`src/rtl/gpio_bridge_sync.sv`:
```
// Clocked GPIO fan-out into per-channel ctrl/din/dout_en groups, with
// synchronised dout readback and ack-cleared sticky change flags.
module gpio_bridge_sync #(
  parameter int NUM_CH      = 4,
  parameter int CTRL_W      = 6,
  parameter int GPIO_W      = 32,
  parameter int MODE        = 0,
  parameter int SYNC_STAGES = 2
) (
  input  logic                     clk,
  input  logic                     rst_n,
  input  logic [GPIO_W-1:0]        gpio_in,
  input  logic                     commit,
  input  logic                     ack,
  input  logic [NUM_CH-1:0]        dout_i,
  output logic [NUM_CH*CTRL_W-1:0] ctrl_o,
  output logic [NUM_CH-1:0]        din_o,
  output logic [NUM_CH-1:0]        dout_en_o,
  output logic [NUM_CH-1:0]        upd_o,
  output logic [GPIO_W-1:0]        gpio_out
);

  localparam int F    = CTRL_W + 2;
  localparam int MAPW = NUM_CH * F;
  localparam int WCW  = $clog2(SYNC_STAGES + 2);
  localparam logic [WCW-1:0] WARM_MAX = WCW'(SYNC_STAGES + 1);

  logic [MAPW-1:0]                       gpio_q, gpio_d;
  logic                                  commit_q, commit_q2;
  logic                                  ack_q, ack_q2;
  logic [NUM_CH*CTRL_W-1:0]              ctrl_q, ctrl_d;
  logic [NUM_CH-1:0]                     din_q, din_d;
  logic [NUM_CH-1:0]                     en_q, en_d;
  logic [NUM_CH-1:0]                     upd_q, upd_d;
  logic [SYNC_STAGES-1:0][NUM_CH-1:0]    sync_q, sync_d;
  logic [NUM_CH-1:0]                     dout_s;
  logic [NUM_CH-1:0]                     dout_p_q;
  logic [NUM_CH-1:0]                     chg_q, chg_d;
  logic [WCW-1:0]                        warm_q, warm_d;
  logic [GPIO_W-1:0]                     gout_q, gout_d;
  logic                                  commit_edge, ack_edge, load;
  logic [F-1:0]                          fld;

  assign dout_s = sync_q[SYNC_STAGES-1];

  always_comb begin
    gpio_d      = gpio_in[MAPW-1:0];
    commit_edge = commit_q & ~commit_q2;
    ack_edge    = ack_q & ~ack_q2;
    load        = (MODE == 0) ? 1'b1 : commit_edge;
    ctrl_d      = ctrl_q;
    din_d       = din_q;
    en_d        = en_q;
    upd_d       = '0;
    fld         = '0;
    if (load) begin
      for (int unsigned k = 0; k < NUM_CH; k++) begin
        fld = gpio_q[k*F +: F];
        // Pulse only for channels whose loaded field actually differs
        upd_d[k] = (fld != {en_q[k], din_q[k], ctrl_q[k*CTRL_W +: CTRL_W]});
        ctrl_d[k*CTRL_W +: CTRL_W] = fld[CTRL_W-1:0];
        din_d[k] = fld[CTRL_W];
        en_d[k]  = fld[CTRL_W+1];
      end
    end

    sync_d = {sync_q[SYNC_STAGES-2:0], dout_i};
    warm_d = (warm_q == WARM_MAX) ? warm_q : warm_q + 1'b1;
    // Set is OR'd in after the clear so a coincident change is not lost
    chg_d  = (chg_q & ~{NUM_CH{ack_edge}})
           | ((warm_q == WARM_MAX) ? (dout_s ^ dout_p_q) : '0);

    gout_d = '0;
    gout_d[NUM_CH-1:0]        = dout_s;
    gout_d[2*NUM_CH-1:NUM_CH] = chg_q;
  end

  always_ff @(posedge clk or negedge rst_n) begin
    if (!rst_n) begin
      gpio_q    <= '0;
      commit_q  <= 1'b0;
      commit_q2 <= 1'b0;
      ack_q     <= 1'b0;
      ack_q2    <= 1'b0;
      ctrl_q    <= '0;
      din_q     <= '0;
      en_q      <= '0;
      upd_q     <= '0;
      sync_q    <= '0;
      dout_p_q  <= '0;
      chg_q     <= '0;
      warm_q    <= '0;
      gout_q    <= '0;
    end else begin
      gpio_q    <= gpio_d;
      commit_q  <= commit;
      commit_q2 <= commit_q;
      ack_q     <= ack;
      ack_q2    <= ack_q;
      ctrl_q    <= ctrl_d;
      din_q     <= din_d;
      en_q      <= en_d;
      upd_q     <= upd_d;
      sync_q    <= sync_d;
      dout_p_q  <= dout_s;
      chg_q     <= chg_d;
      warm_q    <= warm_d;
      gout_q    <= gout_d;
    end
  end

  assign ctrl_o    = ctrl_q;
  assign din_o     = din_q;
  assign dout_en_o = en_q;
  assign upd_o     = upd_q;
  assign gpio_out  = gout_q;

endmodule

```
`config.mk`:
```
export PLATFORM = sky130hd
export DESIGN_NAME = gpio_bridge_sync
export DESIGN_NICKNAME = d
export VERILOG_FILES = /design/src/rtl/gpio_bridge_sync.sv
export SDC_FILE = /design/constraint.sdc
export NUM_CORES = 1
export LEC_CHECK = 0
export BUFFER_PORTS_ARGS = -buffer_cell sky130_fd_sc_hd__clkbuf_2
export CAP_MARGIN = 20
export CELL_PAD_IN_SITES_DETAIL_PLACEMENT = 1
export CELL_PAD_IN_SITES_GLOBAL_PLACEMENT = 1
export CORE_MARGIN = 8
export CORE_UTILIZATION = 35
export DETAILED_ROUTE_END_ITERATION = 10
export MAX_ROUTING_LAYER = met4
export PLACE_DENSITY_LB_ADDON = 0.12
export SETUP_SLACK_MARGIN = 0.5
export SYNTH_ARGS = -nofsm -noshare
export SYNTH_HDL_FRONTEND = slang
export SYNTH_SLANG_ARGS = --single-unit
```
`constraint.sdc`:
```
create_clock -name clk -period 1.1 [get_ports clk]
set_input_delay 0.165 -clock clk [delete_from_list [all_inputs] [get_ports clk]]
set_output_delay 0.165 -clock clk [all_outputs]
set_load 0.02 [all_outputs]
```
After elaboration in Yosys (flattened, before gate mapping)
Cells that the tools add are included.
{"block": "classes", "eq_ne": 5, "mux": 1, "reduce_logical": 0, "n_lt_le_gt_ge": 0, "n_addsub": 1, "div_mod_pow": 0, "shift": 0, "multipliers": 0, "bitwise": 6}
{"op": "$ne A8 B8 Y1", "count": 4}
{"op": "$and A4 B4 Y4", "count": 1}
{"op": "$mux W4", "count": 1}
{"op": "$not A4 Y4", "count": 1}
{"op": "$or A4 B4 Y4", "count": 1}
{"op": "$xor A4 B4 Y4", "count": 1}
{"op": "$add A2 B1 Y2 const B", "count": 1}
{"op": "$eq A2 B2 Y1 const B", "count": 1}
{"op": "$and A1 B1 Y1", "count": 1}
{"op": "$not A1 Y1", "count": 1}
{"block": "totals", "register_bits": 96, "in_bits": 40, "wordCells": 26, "romBits": 0, "out_inout_bits": 68, "latchBits": 0, "n_memories": 0, "mem_bits_rw": 0}

Depth between registers and ports, before layout
{"block": "depth", "ltp_word": 5, "mapped_depth": 3, "ltp_nobuf": 3}

Worst setup path before layout
OpenSTA, ideal clock, no wires.
{"block": "synth_path", "kind": "reg-to-reg", "from": "reg ctrl_q[2] (netlist: ctrl_o[2])", "to": "reg upd_q[0] (netlist: upd_o[0])", "required_time_ns": 0.971, "setup_slack_ns": 0.027, "setup_time_ns": 0.129, "synth_period_minus_slack_ns": 1.073, "path_stages_with_launch": 4, "path_buffers": 0, "arrival_ns": 0.945, "cell_sequence": "dfrtp_1 -> xor2_1 -> nor4_1 -> nand2_1"}
{"block": "synth_between", "elab_chain_len": 1}
{"element": "start, declared", "line_no": "31", "rtl": "logic [NUM_CH*CTRL_W-1:0] ctrl_q, ctrl_d;"}
{"element": "start signal, assigned", "line_no": "100", "rtl": "ctrl_q <= ctrl_d;"}
{"element": "$ne A8 B8 Y1", "line_no": "60", "rtl": "upd_d[k] = (fld != {en_q[k], din_q[k], ctrl_q[k*CTRL_W +: CTRL_W]});"}
{"element": "net upd_d[0]", "line_no": "34", "rtl": "logic [NUM_CH-1:0] upd_q, upd_d;"}
{"element": "end signal, assigned", "line_no": "103", "rtl": "upd_q <= upd_d;"}
{"element": "end, declared", "line_no": "34"}
The timed path passes the listed nets, and every way through them passes these cells.
A chain may end at the register's enable or synchronous reset.

Final worst setup path
{"block": "layout_path", "from": "reg gpio_q[17]", "to": "reg upd_q[2] (netlist: upd_o[2])"}
{"block": "layout_between", "elab_chain_len": 1}
{"element": "start, declared", "line_no": "28", "rtl": "logic [MAPW-1:0] gpio_q, gpio_d;"}
{"element": "start signal, assigned", "line_no": "95", "rtl": "gpio_q <= gpio_d;"}
{"element": "$ne A8 B8 Y1", "line_no": "60"}
{"element": "net upd_d[2]", "line_no": "34"}
The timed path passes the listed nets, and every way through them passes these cells.

==> metrics.md <==
| Metric | Value |
|---|---|
| Status | complete, but fails checks |
| Violated checks | hold timing |
| Fin. max-slew vios | 0 |
| Hold-fix buffers at CTS | 37 |
| Number of antenna violations at the first check in global routing | 0 |
| Final worst path period need | between 1 and 1.5 ns |
| Global-route wire length before repair | between 10000 and 15000 um |
| Antenna viol nets, final | 0 |
| Max-cap violations | 0 |
| Vert. Die Dim | roughly 110 um |
| Register-to-register setup slack | roughly 0.017 ns |
| Main combinational cell family by area after synthesis | XOR/XNOR gates |
| RSZ-0062 raised after global routing | true |
| Critical Path AT | 1.29 ns |
| Flip-flop and latch count after synthesis | 92 |
| Type of the most critical hold path | primary input to asynchronous set/reset pin |
| All-layer global routing usage | a little under an eighth |
| Critical Path RT | 1.31 ns |
| Final std cells w/o fill | 425 |
| Cell area after synthesis | about 3000 sq um |
| Core Box Area | 8220 sq um |
| Post-synthesis compound-gate area fraction | under 10% |
| Htree depth | 3 |
| Sinks on Clock Net | between 90 and 100 |
| Setup crit start kind | flop |
| Vias in the first global route | between 1500 and 2000 |
| Setup CP Type | flop to flop |
| Routed vias/inst | approximately 4.1 |
| Starting DRT DRC Count | 28 |
| Clock tree buffer depth | 2 |
| CTS clk-pin slew, worst paths | approximately 0.09 ns |
| Routed wire length | 6410 um |
| Master cell of the clock root buffer | clkbuf_8 |
| Critical Path Slowest Stage Cell | dfrtp_1 |
| Post-Place Cells | around 360 |
| Final worst path period share | between 90% and 100% |
| Standard-cell rows | 33 |
| Adder-cell share of the synthesized area | 0.847% |
| Count of unique library cells instantiated by Yosys | 11 |
| Inserted Diodes | 0 |
| Worst IR Drop VDD | approximately 660 uV |
| Routed WL per cell | 15.1 um |
| Starting Density | 35.9% |
| Area post-placement | 3510 sq um |
| Inserted Clock Buffers | 9 |
| Fillcell total | 798 |
| Placer's final routability congestion estimate | ~0.70 |
| Critical path's largest stage delay | 0.40 ns |
| Area of all placed cells without fillers | 4580 sq um |
| Mean post-synth cell area | 17.0 sq um |
| PD cells | between 1000 and 1500 nW/um^2 |
| Tot Pwr | roughly 6.6 mW |
| Count of boundary I/O pins | roughly 110 |
| Part of the Yosys area used for sequential elements | 78.0% |
| Number of failing hold endpoints at the final stage | 22 |
| Vias | about 1700 |
| Worst hold margin | -0.284 ns |
| Layout cells sized above 1 | about half |
| Half-perimeter wire length after placement | around 4300 um |
| Simple-gate area share of the yosys netlist | roughly 2.4% |
| Xor/xnor share of the synthesized area | a little over a tenth |
| Floorplan die width | between 100 and 150 um |
| Drt pass-1 iters | 3 |
| Maximum number of pins on one net before global-route repair | 36 |
| Area of the die | between 10000 and 15000 sq um |
| CTS tree | built |
| Layout Skew | 0.0109 ns |
| Total setup violations reported at the end of the flow | 0 |
| Critical-path maximum fanout | 2 |
| Cells traversed along the worst timing path | xor2_1, nor4_1, nand2_1 |
| Reported leakage power | 2.07 nW |
| Total grt overflow | 0 |
| Nature of the critical path endpoint | flop |
| Clock latency on the worst-skew pair | about 0.34 ns |
| Synth-to-Final Area Change | 55.1% |
| Post-route DRC violation count | 0 |
| Layout Utilization | between 50% and 60% |
| Post-synthesis instance total | roughly 170 |
| Number of nets in the finished design | roughly 360 |
| Mux cell area share after synthesis | less than 1% |
| Maximum clock rate | a little over 900 MHz |
| Synthesis warning total | 0 |
| Input/output buffers | approximately 80 |
[layout by cell type, fill, tap and decap left out, types with 2 or more instances in the layout]
master / count
dfrtp_1: 56
dlygate4sd3_1: 37
clkbuf_2: 37
dfrtp_2: 36
xor2_1: 34
conb_1: 24
buf_8: 21
clkbuf_8: 19
buf_6: 17
buf_4: 8
nor4_2: 5
a22o_1: 4
nand2_1: 4
nor4_1: 3
clkinvlp_4: 3
xor2_2: 2
buf_12: 2
[synth_stat cells, drive strengths merged]
cell type	count	area share, %
a22o	4	1.2
buf	24	6.1
conb	1	0.13
dfrtp	92	78
ha	2	0.85
mux2	1	0.38
nand2	4	0.51
nand2b	1	0.21
nor4	8	1.7
xnor2	1	0.30
xor2	36	11
[where the power goes]
part | switching, mW | internal [mW]
Combinational | 0.399 | 0.427
Sequential | 0.135 | 3.57
Clock | 1.11 | 0.945
Total | 1.64 | 4.94
[stage by stage]
step,setup TNS (ns),setup slack (ns),hold slack [ns]
6_report,0,0.0173,-0.284
3_3_place_gp,-0.0104,-0.0104,0.0909
3_5_place_dp,0,0.00420,0.0887
5_1_grt,-0.296,-0.0536,-0.274
2_1_floorplan,0,0.0679,-0.131
4_1_cts,-0.0715,-0.0121,-0.294
[per-layer routing]
layer	part of all wire (%)	wire (um)	global-route usage, %
met4	0.89	57	4.16
met2	57	3660	20.5
met1	36	2290	11.8
met5	0	0	-
met3	6.3	402	3.41
[flip-flops by register name (all words and copies together) (netlist names), 2 cells and up]
name       count
din_o          4
ctrl_o        24
dout_s         4
gpio_out       5
dout_p_q       3
dout_en_o      4
sync_d         4
upd_o          4
warm_q         2
gpio_q        32
chg_q          4
[cell type report]
cell class / count / area, sq um / share of cell area (%)
clock inverter: 5 / 36.3 / 0.792
sequential: 92 / 2350 / 51.2
timing repair buffer: 131 / 1280 / 27.9
tap: 105 / 131 / 2.87
multi-input combinational: 81 / 637 / 13.9
clock buffer: 11 / 151 / 3.31
[worst paths after layout]
kind,end,cells past startpoint,startpoint
worst max register to register,upd_o[2],3,gpio_q[17]
worst max-delay path,upd_o[2],3,gpio_q[17]
max in group asynchronous,ctrl_o[15],2,rst_n
worst min-delay path,gpio_q[8],1,rst_n
min in group clk,dout_s[0],0,sync_d[4]
worst min register to register,dout_s[0],0,sync_d[4]
[timing repair]
action | CTS | global route
setup endpoints to repair | 54 | 54
gates cloned | 0 | 0
resized for setup | 64 | 70
endpoints found under the hold margin | 59 | 22
pin swaps | 12 | 10
setup buffers | 4 | 5
[worst max-delay path: cells and delay by family, from the launching register on]
kind / cells / cell delay, ns
XOR/XNOR: 1 / 0.16
flip-flops: 1 / 0.40
AND/OR/NAND/NOR: 2 / 0.40
[cell families (layout without fill, tap and decap cells)]
kind of cell | after synthesis | count (layout)
flops | 92 | 92
xor+xnor | 37 | 37
buf+inv | 24 | 147
simple gates | 13 | 13
compound gates | 4 | 4
fa+ha+maj | 2 | 2
other cells | 1 | 24
mux | 1 | 1
Note: power is estimated with default switching activity, not from simulation.
